[config.mk]
export PLATFORM = sky130hd
export DESIGN_NAME = time_keeper
export DESIGN_NICKNAME = d
export VERILOG_FILES = /design/src/rtl/time_pkg.sv /design/src/rtl/mod_counter.sv /design/src/rtl/time_keeper.sv
export SDC_FILE = /design/constraint.sdc
export NUM_CORES = 1
export LEC_CHECK = 0
export CAP_MARGIN = 20
export CORE_MARGIN = 2
export CORE_UTILIZATION = 30
export DETAILED_ROUTE_END_ITERATION = 8
export SLEW_MARGIN = 10
export SYNTH_ARGS = -nofsm -noshare
export SYNTH_HDL_FRONTEND = slang
export SYNTH_HIERARCHICAL = 1
export SYNTH_SLANG_ARGS = --single-unit
[constraint.sdc]
create_clock -name clk -period 2.3 [get_ports clk]
set_clock_uncertainty 0.1 [all_clocks]
set_input_delay 0.23 -clock clk [delete_from_list [all_inputs] [get_ports clk]]
set_output_delay 0.23 -clock clk [all_outputs]
set_load 0.1 [all_outputs]
[src/rtl/time_pkg.sv]
// Shared widths, limits and the hour-advance rule for the time-of-day counter.
package time_pkg;

    localparam int HOUR_W = 5;
    localparam int MIN_W  = 6;
    localparam int SEC_W  = 6;

    localparam int HOUR_MAX_24     = 23;
    localparam int HOUR_MAX_12     = 12;
    localparam int SEC_MAX_DEFAULT = 59;

    // One-step hour advance: 23->0 in 24h mode, 12->1 in 12h mode.
    function automatic logic [HOUR_W-1:0] hour_next(input logic [HOUR_W-1:0] h,
                                                    input logic              mode_12h);
        logic [HOUR_W-1:0] max_h;
        max_h = mode_12h ? HOUR_W'(HOUR_MAX_12) : HOUR_W'(HOUR_MAX_24);
        if (h == max_h) begin
            return mode_12h ? HOUR_W'(1) : '0;
        end
        return h + HOUR_W'(1);
    endfunction

endpackage

[src/rtl/mod_counter.sv]
// Wrapping counter MIN_VAL..MAX_VAL with synchronous clear and a combinational carry.
module mod_counter
    import time_pkg::*;
#(
    parameter int WIDTH   = 6,
    parameter int MIN_VAL = 0,
    parameter int MAX_VAL = 59
) (
    input  logic             clk,
    input  logic             reset,
    input  logic             inc,
    input  logic             clr,
    output logic [WIDTH-1:0] count,
    output logic             carry
);

    logic at_max;

    assign at_max = (count == WIDTH'(MAX_VAL));
    assign carry  = inc & at_max;

    always_ff @(posedge clk or posedge reset) begin
        if (reset) begin
            count <= WIDTH'(MIN_VAL);
        end else if (clr) begin
            count <= WIDTH'(MIN_VAL);
        end else if (inc) begin
            count <= at_max ? WIDTH'(MIN_VAL) : count + WIDTH'(1);
        end
    end

endmodule

[src/rtl/time_keeper.sv]
// Time-of-day counter: runs on the 1 Hz tick, takes hour/minute set increments,
// and flags minute changes and midnight wraps for the alarm and display paths.
module time_keeper
    import time_pkg::*;
#(
    parameter bit MODE_12H = 1'b0,
    parameter int SEC_MAX  = SEC_MAX_DEFAULT
) (
    input  logic              clk,
    input  logic              reset,
    input  logic              tick_1hz,
    input  logic              hours,
    input  logic              mins,
    input  logic              secs,
    output logic [HOUR_W-1:0] hour,
    output logic [MIN_W-1:0]  min,
    output logic [SEC_W-1:0]  sec,
    output logic              pm,
    output logic              day_pulse,
    output logic              min_pulse
);

    localparam logic [HOUR_W-1:0] HOUR_RST = MODE_12H ? HOUR_W'(HOUR_MAX_12) : '0;

    logic hours_q;
    logic mins_q;
    logic hours_rise;
    logic mins_rise;
    logic sec_inc;
    logic sec_clr;
    logic sec_carry;
    logic min_inc;
    logic min_wrap;
    logic hour_carry;
    logic hour_inc;
    logic day_next;

    assign hours_rise = hours & ~hours_q;
    assign mins_rise  = mins & ~mins_q;

    // Set mode holds seconds at zero and blocks the tick, so no carries start there.
    assign sec_inc = secs & tick_1hz;
    assign sec_clr = ~secs;

    mod_counter #(
        .WIDTH  (SEC_W),
        .MIN_VAL(0),
        .MAX_VAL(SEC_MAX)
    ) u_sec (
        .clk  (clk),
        .reset(reset),
        .inc  (sec_inc),
        .clr  (sec_clr),
        .count(sec),
        .carry(sec_carry)
    );

    // A minute set edge coinciding with a seconds carry still moves min by one.
    assign min_inc = mins_rise | sec_carry;

    mod_counter #(
        .WIDTH  (MIN_W),
        .MIN_VAL(0),
        .MAX_VAL(SEC_MAX)
    ) u_min (
        .clk  (clk),
        .reset(reset),
        .inc  (min_inc),
        .clr  (1'b0),
        .count(min),
        .carry(min_wrap)
    );

    // Hour carry only from a genuine run-mode rollover; a colliding set edge absorbs it.
    assign hour_carry = sec_carry & min_wrap & ~mins_rise;
    assign hour_inc   = hours_rise | hour_carry;

    always_comb begin
        day_next = 1'b0;
        if (hour_carry) begin
            if (MODE_12H) begin
                day_next = pm && (hour == HOUR_W'(11));
            end else begin
                day_next = (hour == HOUR_W'(HOUR_MAX_24));
            end
        end
    end

    always_ff @(posedge clk or posedge reset) begin
        if (reset) begin
            hours_q   <= 1'b0;
            mins_q    <= 1'b0;
            hour      <= HOUR_RST;
            pm        <= 1'b0;
            day_pulse <= 1'b0;
            min_pulse <= 1'b0;
        end else begin
            hours_q   <= hours;
            mins_q    <= mins;
            day_pulse <= day_next;
            min_pulse <= sec_carry;
            if (hour_inc) begin
                hour <= hour_next(hour, MODE_12H);
                if (MODE_12H && (hour == HOUR_W'(11))) begin
                    pm <= ~pm;
                end
            end
        end
    end

endmodule
==> run_results.csv, run 1 <==
group,metric,value,unit
status,status,"finished clean",
logic_synthesis,synth.largest_area_cell,"dfrtp_1",
logic_synthesis,ys_warn_count,8,
logic_synthesis,synthSimpleGateAreaFrac,21.70,%
global_routing,grt_pass1_wl,3.705,mm
floorplan,row_count,22,
sta,max_freq,0.4485,GHz
worst_setup_path,path_max_fanout,5,
worst_setup_path,crit_type,"input port to flip-flop",
sta,setup_viol_count_final,0,
logic_synthesis,synth_mux_area_share,9.284,%
power,p_clk_share,19.5,%
floorplan,die_w,65.06,um
sta,hold_violations,0,
logic_synthesis,synth_xor_xnor_area_share,0.7830,%
worst_setup_path,crit_slowest_cell,"clkdlybuf4s50_1",
detailed_routing,drtIter0Drc,20,
logic_synthesis,synthTopCellsByCount,"21 x dfrtp_1, 14 x nand2_1, 9 x inv_1, 7 x mux2i_1, 6 x o21ai_0",
clocking,clockRootBuffer,"clkbuf_8",
worst_setup_path,crit_path_end_kind,"flip-flop",
detailed_routing,wirelength,2.305,mm
placed_design,hpwl,1.774,mm
logic_synthesis,ys_seq_elements,21,
sta,final.setup.tns,0,ns
cells_and_area,layout-drive-gt1-share,38.67,%
clocking,cts_tree,"done",
sta,final-max-slew-violation-count,0,
placed_design,gp_congestion,0.7694,
placed_design,place_ws,-0.2078,ns
worst_setup_path,arrival,2.27,ns
detailed_routing,vias,911,
clocking,cts_hold_buf,0,
worst_setup_path,cp_num_buf_inv,1,
placed_design,placedCellCount,191,
cells_and_area,antennaDiodeCount,0,
floorplan,die-area,4233,um^2
floorplan,die_y,65.06,um
placed_design,placed_area,1468,um^2
power,leakagePower,0.6983,nW
logic_synthesis,synth-seq-area-share,46.98,%
logic_synthesis,synth-adder-area-share,3.356,%
logic_synthesis,synth_top_family_by_area,"simple AND/OR/NAND/NOR gates",
logic_synthesis,ys_types,30,
logic_synthesis,synth_compound_gate_area_share,13.87,%
clocking,cts_made_buffers,3,
sta,timing.final.crit_share,96.95,%
clocking,clkTransAtPathRegs,0.07,ns
floorplan,start_util,30.79,%
power,max-vdd-ir-drop,0.7886,mV
worst_setup_path,required,2.34,ns
clocking,clock_latency,0.25,ns
detailed_routing,drc,0,
global_routing,track_usage,11.29,%
floorplan,ios,26,
worst_setup_path,cpLargestDelayFamily,"simple AND/OR/NAND/NOR gates",
power,p_switching,0.5429,mW
floorplan,fp.coreArea,3633,um^2
logic_synthesis,post_synth_inst_count,109,
logic_synthesis,synth_area,1119,um^2
cells_and_area,stdcell_count,198,
logic_synthesis,synth.avg_cell_area,10.26,um^2
detailed_routing,viasPerCell,4.601,
logic_synthesis,synthFlopType,"dfrtp_1",
detailed_routing,detail-route-antenna-nets,0,
worst_setup_path,max_stage_delay,0.48,ns
clocking,h-tree-depth,1,
power,total_power,1.208,mW
global_routing,grt_pass1_vias,819,
sta,worst_slack,0.07023,ns
power,p_comb_share,42.0,%
logic_synthesis,synth_area_leaders,"dfrtp_1 47%, mux2i_1 6.3%, nand2_1 4.7%",
worst_setup_path,critPathLaunchType,"input port",
cells_and_area,final_area,1541,um^2
job,max-cap-violations,0,
sta,period_needed,2.230,ns
power,seq_power_share,38.6,%
power,switching_share,44.94,%
cells_and_area,postLayoutCoreUtil,42.42,%
cells_and_area,nets,160,
worst_hold_path,holdCritPathClass,"input port to async pin",
global_routing,grt_max_degree,12,
detailed_routing,drtPass1Iterations,2,
power,cellPowerDensity,783.7,nW/um^2
sta,hold_slack,0.1608,ns
detailed_routing,wire_per_inst,11.64,um
clocking,clock_path_buffers,2,
logic_synthesis,synth_most_common_cell,"dfrtp_1",
power,p_int,0.6651,mW
cells_and_area,area_growth,37.81,%
placed_design,port_buffers,24,
global_routing,antenna_found_initial,0,
logic_synthesis,synth_top_area_share,46.98,%
worst_setup_path,worstPathCellList,"clkdlybuf4s50_1, and2_4, nand2_2, nor3b_2, or2b_1, nand2_2, nor3b_2, a32o_2, nand4_1, mux2_4",
logic_synthesis,synth_edf_count,0,
global_routing,grt_overflow,0,
logic_synthesis,synth-async-reset-ratio,100.0,%
clocking,cts_sinks,21,
==> power groups by stage <==
stage               combinational, mW  sequential (mW)  clock (mW)
finish                          0.507            0.466       0.235
global placement                0.497            0.472           0
global route                    0.527            0.474       0.262
detailed placement              0.498            0.473           0
CTS                             0.499            0.466       0.246
floorplan                       0.105            0.758           0
==> final timing paths <==
path                                            startpoint  slack, ns                         end  depth (start not counted)
worst max-delay path                                  secs       0.07         hour[3]$_DFFE_PP0P_                         10
worst min-delay path                                 reset       0.16  u_sec/count[1]$_DFFE_PP0P_                          2
min in group clk                                     hours       0.36           hours_q$_DFF_PP0_                          1
worst min register to register         hour[0]$_DFFE_PP0P_       0.46         hour[0]$_DFFE_PP0P_                          1
max in group asynchronous                            reset       1.64            mins_q$_DFF_PP0_                          2
worst max register to register  u_sec/count[0]$_DFFE_PP0P_       0.09         hour[3]$_DFFE_PP0P_                          9
==> layout make-up <==
class	instances	area (um^2)
Clock buffer	4	45.04
Fill cell	382	2092
Inverter	9	33.78
Multi-Input combinational cell	85	611.8
Sequential cell	21	545.5
Tap cell	48	60.06
Timing Repair Buffer	31	245.2
==> flip-flops by register name, summed over array words and instances, names as in the netlist <==
signal       cells
min_pulse        1
day_pulse        1
u_min/count      6
u_sec/count      6
mins_q           1
hour             5
hours_q          1
==> worst register-to-register path, stage by stage (launching register included) <==
cell and delay [ns]:
dfrtp_4 0.45, ha_4 0.14, nand2_2 0.06, nor3b_2 0.22, or2b_1 0.16, nand2_2 0.06
nor3b_2 0.21, a32o_2 0.25, nand4_1 0.13, mux2_4 0.32
==> placed cells by master, fill, tap and decap left out, types with 3 or more instances in the layout <==
| cell type | Yosys | layout |
|---|---|---|
| buf_4 | 1 | 26 |
| nand2_1 | 14 | 12 |
| mux2i_1 | 7 | 7 |
| conb_1 | 1 | 8 |
| inv_1 | 9 | 9 |
| o21ba_2 | 4 | 4 |
| nor2_1 | 5 | 5 |
| dfrtp_4 | 0 | 5 |
| nand4_1 | 3 | 3 |
| o21ai_0 | 6 | 6 |
| nand3_1 | 4 | 4 |
| clkbuf_8 | 0 | 3 |
| clkdlybuf4s50_1 | 0 | 5 |
| a31o_2 | 4 | 4 |
| dfrtp_1 | 21 | 15 |
==> routing by layer <==
| metal | global-route usage, % | part of all wire (%) |
|---|---|---|
| met4 | 4.688 | 0.87 |
| met5 | 0 | 0 |
| met1 | 14.15 | 47 |
| met3 | 2.431 | 3.6 |
| met2 | 18.81 | 48 |
==> what timing repair did <==
item	CTS	global route
setup endpoints to repair	0	1
endpoints found under the hold margin	0	0
buffers inserted	0	3
gates resized for setup	0	2
==> logic make-up after synthesis <==
kind of cell    Yosys count
mux                      10
simple gates             43
other cells               1
flops                    21
fa+ha+maj                 3
compound gates           20
buf+inv                  10
xor+xnor                  1
Power figures use the tool's default switching activity.
==> run 2, diff against run 1 <==
Settings changed: CAP_MARGIN 20 to unset, DONT_BUFFER_PORTS set to 1, RECOVER_POWER set to 50.
==> run 2 against run 1 <==
  * Largest power group unchanged
  * Non-clock buffer count fell by 6
  * First-iteration DRC count rose by 15%
  * Worst setup slack improved by 0.067 ns
  * Final cell count fell by 3.0%
  * Critical path depth fell by 6
  * Total power fell by 0.70%
==> run_results.csv, run 2 (synthesis gave the netlist of run 1 again) <==
group,metric,value,unit
clocking,clockRootBuffer,"clkbuf_8",
sta,final.setup.tns,0,ns
global_routing,antenna_found_initial,0,
cells_and_area,final_area,1468,um^2
clocking,cts_tree,"done",
detailed_routing,detail-route-antenna-nets,0,
placed_design,port_buffers,0,
cells_and_area,postLayoutCoreUtil,40.39,%
cells_and_area,fillers,367,
worst_setup_path,crit_path_end_kind,"flip-flop",
clocking,clock_latency,0.26,ns
cells_and_area,stdcell_count,192,
sta,final-max-slew-violation-count,0,
clocking,cts_made_buffers,3,
floorplan,die_y,65.06,um
cells_and_area,area_growth,31.21,%
floorplan,fp.coreArea,3633,um^2
worst_setup_path,critPathLaunchType,"flip-flop",
cells_and_area,layout-drive-gt1-share,33.33,%
floorplan,row_count,22,
job,max-cap-violations,0,
placed_design,placed_area,1403,um^2
floorplan,die_w,65.06,um
worst_setup_path,arrival,2.20,ns
sta,relSlewSlack,14.18,%
sta,period_needed,2.163,ns
sta,setup_viol_count_final,0,
power,cellPowerDensity,817.3,nW/um^2
power,leakagePower,0.6462,nW
cells_and_area,nets,154,
clocking,clock_path_buffers,2,
clocking,cts_sinks,21,
detailed_routing,wirelength,2.359,mm
placed_design,placedCellCount,184,
power,max-vdd-ir-drop,0.9839,mV
global_routing,grt_max_degree,12,
sta,rsz0062_at_grt,"no",
sta,max_freq,0.4624,GHz
worst_setup_path,crit_type,"flip-flop to flip-flop",
detailed_routing,viasPerCell,4.677,
detailed_routing,vias,898,
floorplan,die-area,4233,um^2
floorplan,ios,26,
detailed_routing,wire_per_inst,12.29,um
sta,timing.final.crit_share,94.04,%
cells_and_area,top_regs,"u_min/count x6, u_sec/count x6, hour x5",
status,status,"finished clean",
detailed_routing,drtPass1Iterations,4,
cells_and_area,antennaDiodeCount,0,
floorplan,start_util,30.79,%
global_routing,track_usage,12.26,%
detailed_routing,drtIter0Drc,23,
sta,hold_slack,0.06148,ns
global_routing,grt_pass1_vias,930,
worst_setup_path,required,2.34,ns
placed_design,hpwl,1.818,mm
sta,hold_violations,0,
placed_design,gp_congestion,0.8007,
detailed_routing,drc,0,
cells_and_area,final_cell_mix,"17 x buf_4, 15 x dfrtp_1, 12 x nand2_1",
global_routing,grt_pass1_wl,4.029,mm
worst_hold_path,holdCritPathClass,"input port to flip-flop",
cells_and_area,final_common_cell,"buf_4",
global_routing,grt_overflow,0,
clocking,h-tree-depth,1,
worst_setup_path,path_max_fanout,4,
clocking,clkTransAtPathRegs,0.07,ns
sta,worstMarginPinSlew,1.287,ns
## run 2: layer usage
layer / GRT usage [%] / wire [um] / part of all wire (%)
met5: 0 / 0 / 0
met3: 2.431 / 113 / 4.8
met1: 14.41 / 1034 / 44
met4: 6.250 / 49 / 2.1
met2: 21.13 / 1162 / 49
## run 2: per-stage QoR
step	worst slack (ns)	power, mW
after global routing	0.01344	1.262
after floorplan	-0.2081	0.8633
after detailed placement	0.1343	0.9645
final	0.1372	1.200
after global placement	0.1924	0.9551
after CTS	0.1264	1.210
## run 2: final cells by class
| cell class | count | area (um^2) | share of cell area (%) |
|---|---|---|---|
| clock buffer | 4 | 45.04 | 3.069 |
| timing repair buffer | 25 | 177.7 | 12.11 |
| multi-input combinational | 85 | 605.6 | 41.26 |
| tap | 48 | 60.06 | 4.092 |
| sequential | 21 | 545.5 | 37.17 |
| inverter | 9 | 33.78 | 2.302 |
## run 2: report_power, final
part / switching, mW / internal [mW] / leakage (nW)
combinational: 0.380 / 0.116 / 0.357
clock: 0.115 / 0.123 / 0.0228
sequential: 0.0522 / 0.412 / 0.267
## run 2: critical path, stage by stage (launching register included)
cell,delay [ns]
dfrtp_1,0.35
clkbuf_1,0.92
and3_1,0.38
mux2i_1,0.20
o21ai_0,0.10
## run 2: final timing paths
| kind | startpoint | to | slack, ns | cells past startpoint |
|---|---|---|---|---|
| worst max-delay path | u_min/count[0]$_DFFE_PP0P_ | u_min/count[3]$_DFFE_PP0P_ | 0.14 | 4 |
| worst min register to register | hour[0]$_DFFE_PP0P_ | hour[0]$_DFFE_PP0P_ | 0.45 | 1 |
| max in group asynchronous | reset | min_pulse$_DFF_PP0_ | 1.52 | 2 |
| worst min-delay path | mins | day_pulse$_DFF_PP0_ | 0.06 | 3 |
| min in group asynchronous | reset | u_sec/count[4]$_DFFE_PP0P_ | 0.28 | 2 |
| worst max register to register | u_min/count[0]$_DFFE_PP0P_ | u_min/count[3]$_DFFE_PP0P_ | 0.14 | 4 |
## run 2: what timing repair did
action                     4_1_cts  5_1_grt
setup endpoints to repair        0        1
gates resized for setup          0        0
hold buffers                     3        0
setup buffers                    0        1
hold endpoints to repair        23        0
